**src/rtl/alu_pkg.sv**
```systemverilog
// alu_pkg: shared types for the ALU-sharing arbiter.
//   ALU_LOGWIDTH / ALU_W : default datapath width (W = 2**LOGWIDTH)
//   alu_f_t              : 3-bit ALU function code with named values
//   alu_flags_t          : {cout, oflow, zero}
//   arb_state_t          : arbiter sequencer states
package alu_pkg;

    localparam int ALU_LOGWIDTH = 5;
    localparam int ALU_W        = 2 ** ALU_LOGWIDTH;

    typedef logic [2:0] alu_f_t;
    localparam alu_f_t ALU_AND = 3'b000;
    localparam alu_f_t ALU_OR  = 3'b001;
    localparam alu_f_t ALU_ADD = 3'b010;
    localparam alu_f_t ALU_SUB = 3'b110;
    localparam alu_f_t ALU_SLT = 3'b111;

    typedef struct packed {
        logic cout;
        logic oflow;
        logic zero;
    } alu_flags_t;

    typedef enum logic [1:0] {
        ARB_IDLE = 2'd0,
        ARB_EXEC = 2'd1,
        ARB_RESP = 2'd2
    } arb_state_t;

endpackage

```
**src/rtl/alu_share_arb_rr_pick.sv**
```systemverilog
// rr_pick: combinational round-robin picker.
//   req   : request vector
//   ptr   : highest-priority index (must be < NREQ)
//   grant : one-hot grant of the first set req at or above ptr, wrapping
//   idx   : binary index of the granted requester
//   any   : at least one request present
module rr_pick #(
    parameter  int NREQ = 4,
    localparam int IDW  = $clog2(NREQ)
) (
    input  logic [NREQ-1:0] req,
    input  logic [IDW-1:0]  ptr,
    output logic [NREQ-1:0] grant,
    output logic [IDW-1:0]  idx,
    output logic            any
);

    int             j;
    logic [IDW-1:0] jj;

    // Scan from farthest to nearest so the requester closest to ptr wins.
    always_comb begin
        grant = '0;
        idx   = '0;
        any   = |req;
        j     = 0;
        jj    = '0;
        for (int k = NREQ - 1; k >= 0; k--) begin
            j  = (int'(ptr) + k) % NREQ;
            jj = IDW'(j);
            if (req[jj]) idx = jj;
        end
        if (any) grant[idx] = 1'b1;
    end

endmodule

```
**src/rtl/alu_share_arb.sv**
```systemverilog
// alu_share_arb: round-robin sharing of one combinational ALU among NREQ
// requesters. Each accepted operation is run through the ALU for one cycle
// and returned as a registered, tagged result over a valid/ready handshake.
//
// Optional feature macro: ALU_ARB_B2B_EN -- when defined, a new request may
// be accepted in the same cycle the pending response is taken (2-cycle issue
// interval instead of 3).
//
// Ports:
//   clk, reset            : clock, synchronous active-low reset
//   req_valid/req_ready   : per-requester operation handshake (ready one-hot)
//   req_a/req_b/req_f     : packed operands / function, requester i at slot i
//   alu_a/alu_b/alu_f     : to shared ALU, driven from op registers
//   alu_y/alu_flags       : from shared ALU, {cout, oflow, zero}
//   resp_valid/resp_id    : result valid and owning requester
//   resp_y/resp_flags     : registered result and flags
//   resp_ready            : per-requester result accept; only owner's bit used
//
// state    | meaning
// ARB_IDLE | arbitrate; grant first valid requester from pointer
// ARB_EXEC | ALU driven from op registers; capture result at edge
// ARB_RESP | hold result until owner's resp_ready
module alu_share_arb
    import alu_pkg::*;
#(
    parameter  int LOGWIDTH = 5,
    parameter  int NREQ     = 4,
    localparam int W        = 2 ** LOGWIDTH,
    localparam int IDW      = $clog2(NREQ)
) (
    input  logic                clk,
    input  logic                reset,
    input  logic [NREQ-1:0]     req_valid,
    output logic [NREQ-1:0]     req_ready,
    input  logic [NREQ*W-1:0]   req_a,
    input  logic [NREQ*W-1:0]   req_b,
    input  logic [NREQ*3-1:0]   req_f,
    output logic [W-1:0]        alu_a,
    output logic [W-1:0]        alu_b,
    output logic [2:0]          alu_f,
    input  logic [W-1:0]        alu_y,
    input  logic [2:0]          alu_flags,
    output logic                resp_valid,
    output logic [IDW-1:0]      resp_id,
    output logic [W-1:0]        resp_y,
    output logic [2:0]          resp_flags,
    input  logic [NREQ-1:0]     resp_ready
);

    arb_state_t     state, state_nx;
    logic [IDW-1:0] ptr;
    logic [W-1:0]   op_a, op_b;
    alu_f_t         op_f;
    logic [IDW-1:0] op_id;
    alu_flags_t     flags_q;

    logic [NREQ-1:0] pick_grant;
    logic [IDW-1:0]  pick_idx;
    logic            pick_any;
    logic            accept;
    logic            resp_fire;

    rr_pick #(.NREQ(NREQ)) u_pick (
        .req   (req_valid),
        .ptr   (ptr),
        .grant (pick_grant),
        .idx   (pick_idx),
        .any   (pick_any)
    );

    assign resp_fire = (state == ARB_RESP) && resp_ready[resp_id];

    always_comb begin
        state_nx  = state;
        req_ready = '0;
        accept    = 1'b0;
        case (state)
            ARB_IDLE: begin
                if (pick_any) begin
                    req_ready = pick_grant;
                    accept    = 1'b1;
                    state_nx  = ARB_EXEC;
                end
            end
            ARB_EXEC: state_nx = ARB_RESP;
            ARB_RESP: begin
                if (resp_fire) begin
                    state_nx = ARB_IDLE;
`ifdef ALU_ARB_B2B_EN
                    if (pick_any) begin
                        req_ready = pick_grant;
                        accept    = 1'b1;
                        state_nx  = ARB_EXEC;
                    end
`endif
                end
            end
            default: state_nx = ARB_IDLE;
        endcase
    end

    always_ff @(posedge clk) begin
        if (!reset) begin
            state   <= ARB_IDLE;
            ptr     <= '0;
            op_a    <= '0;
            op_b    <= '0;
            op_f    <= '0;
            op_id   <= '0;
            resp_id <= '0;
            resp_y  <= '0;
            flags_q <= '0;
        end else begin
            state <= state_nx;
            if (accept) begin
                op_a  <= req_a[pick_idx*W +: W];
                op_b  <= req_b[pick_idx*W +: W];
                op_f  <= alu_f_t'(req_f[pick_idx*3 +: 3]);
                op_id <= pick_idx;
                ptr   <= (pick_idx == IDW'(NREQ - 1)) ? '0 : pick_idx + 1'b1;
            end
            if (state == ARB_EXEC) begin
                resp_y  <= alu_y;
                flags_q <= alu_flags_t'(alu_flags);
                resp_id <= op_id;
            end
        end
    end

    assign alu_a      = op_a;
    assign alu_b      = op_b;
    assign alu_f      = op_f;
    assign resp_valid = (state == ARB_RESP);
    assign resp_flags = flags_q;

endmodule

```
**config.mk**
```make
export PLATFORM = sky130hd
export DESIGN_NAME = alu_share_arb
export DESIGN_NICKNAME = d
export VERILOG_FILES = /design/src/rtl/alu_pkg.sv /design/src/rtl/alu_share_arb_rr_pick.sv /design/src/rtl/alu_share_arb.sv
export SDC_FILE = /design/constraint.sdc
export NUM_CORES = 1
export LEC_CHECK = 0
export ABC_AREA = 1
export BUFFER_PORTS_ARGS = -buffer_cell sky130_fd_sc_hd__buf_2
export CAP_MARGIN = 20
export CORE_MARGIN = 3
export CORE_UTILIZATION = 30
export DETAILED_ROUTE_END_ITERATION = 7
export HOLD_SLACK_MARGIN = 0.12
export PLACE_DENSITY = 0.66
export SLEW_MARGIN = 20
export SYNTH_ARGS = -nofsm -noshare
export SYNTH_HDL_FRONTEND = slang
export SYNTH_SLANG_ARGS = --single-unit
```
**constraint.sdc**
```tcl
create_clock -name clk -period 3.3 [get_ports clk]
set_clock_uncertainty 0.1 [all_clocks]
set_input_delay 0.495 -clock clk [delete_from_list [all_inputs] [get_ports clk]]
set_output_delay 0.495 -clock clk [all_outputs]
set_load 0.05 [all_outputs]
```
==> impl_metrics.csv <==
group,metric,value,unit
sta,relSlewSlack,0.485,
global_routing,gr-max-usage-layer,"met2",
clocking,cts_tree,"done",
worst_hold_path,worstHoldStart,"alu_y[18]",
worst_setup_path,r2r_end,"alu_a[12]",
pwr,p_comb_frac,0.704,
routing,ant_nets,0,
floorplan,pin_count,422,
worst_setup_path,cpMaxStageDelayCell,"dfxtp_2",
worst_setup_path,cp_num_buf_inv,2,
worst_hold_path,hold_end,"resp_y[18]",
logic_synthesis,yosysWarnings,0,
floorplan,fp.dieH,166,um
global_routing,grt_antenna_before_repair,2,
final_layout,syn_to_final_growth,33.2,%
sta,drv_slew,0,
logic_synthesis,synth-async-reset-ratio,0,
logic_synthesis,synth-edff-count,0,
logic_synthesis,synthesis.area,7660,sq um
worst_setup_path,crit_arrival,2.43,ns
logic_synthesis,avgSynthCellArea,5.50,sq um
routing,viasPerCell,4.58,
global_routing,use_met3,0.0455,
logic_synthesis,synth_fp_nets,1706,
routing,first_pass_iters,5,
worst_setup_path,crit_family,"simple AND/OR/NAND/NOR gates",
final_layout,layout-drive-gt1-share,0.262,
worst_setup_path,end_kind,"output pin",
place,port_buffers,421,
clocking,clockBufferDepth,2,
floorplan,core,24700,sq um
sta,hold_violations,0,
final_layout,final_net_count,2062,
worst_setup_path,r2r_slack,0.71,ns
worst_setup_path,startpoint_type,"flip-flop",
logic_synthesis,ys_ff_latch,110,
floorplan,die_w,166,um
logic_synthesis,synth_cell_types,21,
place,place_area,9900,sq um
clocking,cts.sinks,110,
clocking,cts_made_buffers,9,
sta,setup_violations,0,
pwr,power.switching,0.00623,W
place,dp.cells,2061,
pwr,cellPowerDensity,1040,nW/um^2
outcome,status,"finished, final reports clean",
worst_hold_path,worstHoldPathCells,3,
routing,vias,9507,
worst_setup_path,rr_worst_depth,14,
clocking,cts-root-buf,"clkbuf_16",
place,globalplace.congestion,0.922,
floorplan,start_util,0.310,
worst_setup_path,cpPeakStageDelay,0.46,ns
pwr,switching_share,0.586,
sta,fin_crit,3.03,ns
clocking,clk_latency,0.34,ns
sta,fin_setup_tns,0,ns
worst_setup_path,crit_top_cell,"nand2_1",
routing,dr.first_iter.drc_count,578,
final_layout,finalNonFillerCells,2077,
pwr,ir_drop,541,uV
logic_synthesis,yosysTopAreaCell,"dfxtp_1",
logic_synthesis,synth_top_area_frac,0.288,
floorplan,design.die.area,27500,sq um
routing,wl_per_cell,14.1,um
sta,period_share,0.918,
final_layout,n_antenna_cell,0,
sta,clock.fmax,330,MHz
global_routing,grt_pass1_wl,46200,um
clocking,clkTransAtPathRegs,0.08,ns
worst_setup_path,crit_fanout,20,
logic_synthesis,syn_inst,1392,
routing,wl,29200,um
run,maxCapViolCount,0,
pwr,power.clock.fraction,0.106,
worst_setup_path,worst-setup-path-type,"reg -> out",
worst_setup_path,r2r-start,"ptr[0]",
logic_synthesis,synthFlopType,"dfxtp_1",
worst_setup_path,critical_path.cell_chain,"nand2_1 > o21ai_1 > nand2_1 > nand3_1 > nand2_1 > nand2_4 > nand2_4 > inv_1 > nand2_1 > nor2_1 > clkbuf_4",
clocking,cts_hold_buf,0,
logic_synthesis,yosysSeqAreaShare,0.288,
routing,drc,0,
worst_hold_path,hold_class,"in -> reg",
sta,tightest_slew,0.772,ns
global_routing,grt_max_degree,135,
worst_setup_path,required,2.70,ns
pwr,p_int,0.00440,W
pwr,power_frac_seq,0.190,
place,dp_hpwl,21400,um
global_routing,grt_pass1_vias,8940,
logic_synthesis,netlist_top_cells_area,"dfxtp_1, nand3_1, inv_1",
global_routing,grt-ovfl-total,0,
sta,rsz0062_at_grt,"no",
pwr,p_leak,6.66,nW
final_layout,final_area,10200,sq um
global_routing,grtUsageMet1,0.251,
floorplan,rows,57,
global_routing,grt_util_all_layers,0.202,
clocking,htreeDepth,3,
global_routing,gr-usage-met2,0.350,
[per-stage QoR]
step | setup slack, ns | hold WS [ns] | power [W] | utilization
3_5_place_dp | 0.374 | 0.369 | 0.00957 | 0.401
4_1_cts | 0.0684 | 0.276 | 0.0107 | 0.413
5_1_grt | 0.00740 | 0.300 | 0.0116 | 0.413
6_report | 0.272 | 0.297 | 0.0106 | 0.413
3_3_place_gp | 0.463 | 0.359 | 0.00949 | 0.401
2_1_floorplan | 0.505 | 0.363 | 0.00782 | -
[synth_stat cells, types with 2 or more instances]
cell type / instances
clkinv_1: 3
nand3_1: 343
o21ai_0: 40
nor2_1: 214
nand2_1: 223
nand2_4: 2
buf_6: 6
clkbuf_1: 45
dfxtp_1: 110
buf_4: 6
buf_1: 4
a21oi_1: 5
inv_1: 351
o211ai_1: 4
buf_2: 30
[routing by layer]
| metal | up-vias | share of wire |
|---|---|---|
| met5 | - | 0.00072 |
| met4 | 4 | 0.024 |
| met3 | 42 | 0.077 |
| met2 | 398 | 0.48 |
| met1 | 4202 | 0.42 |
| li1 | 4861 | - |
[tightest hold or removal path, cell delays in order]
cell and delay [ns]:
buf_2 0.07, o21ai_0 0.07, nor2_1 0.08
[kinds of logic after synthesis]
kind of cell,after synthesis,synth area share
AO/OA/AOI/OAI,50,0.0340
XOR/XNOR,1,0.00114
adder cells (fa/ha/maj),1,0.00163
buffers and inverters,446,0.232
flip-flops,110,0.288
multiplexers,1,0.00131
AND/OR/NAND/NOR,783,0.442
[cell type report]
cell class,instances,area (sq um)
fill,2793,14500
multi-input combinational,836,3700
timing repair buffer,436,2260
sequential,110,2200
inverter,355,1330
tap,324,405
clock buffer,10,239
clock inverter,6,60.1
[state kept, by name, summed over array words and instances (netlist names)]
| signal | flops |
|---|---|
| alu_a | 32 |
| alu_b | 32 |
| alu_f | 3 |
| op_id | 2 |
| ptr | 2 |
| resp_flags | 3 |
| resp_id | 2 |
| resp_y | 32 |
| state | 2 |
[cell usage in the layout (no fill, tap or decap), types with 3 or more instances in the layout]
cell type	instances
a21oi_1	5
buf_12	3
buf_2	420
buf_4	12
clkbuf_16	9
dfxtp_1	109
inv_1	351
inv_8	3
nand2_1	222
nand3_1	342
nor2_1	213
o211ai_1	4
o21ai_0	40
[repair_timing]
item,CTS,global route
endpoints found under the setup margin,0,4
resized for setup,0,2
buffers inserted,0,0
[power by group through the flow]
stage,Combinational (W),Clock (W),Sequential [W]
CTS,0.00755,0.00118,0.00202
global placement,0.00746,0,0.00203
global route,0.00832,0.00122,0.00207
detailed placement,0.00753,0,0.00204
floorplan,0.00441,0,0.00342
finish,0.00748,0.00113,0.00202
[how the worst max path moves through the flow]
stage | startpoint | to | slack (ns) | cells after the start
floorplan | req_valid[1] | req_ready[3] | 0.50 | 11
global placement | req_valid[3] | req_ready[2] | 0.46 | 13
detailed placement | req_valid[1] | req_ready[2] | 0.37 | 13
CTS | ptr[0] | req_ready[3] | 0.07 | 12
global route | ptr[0] | req_ready[2] | 0.007 | 11
finish | ptr[0] | req_ready[2] | 0.27 | 11
Power figures use the tool's default switching activity.
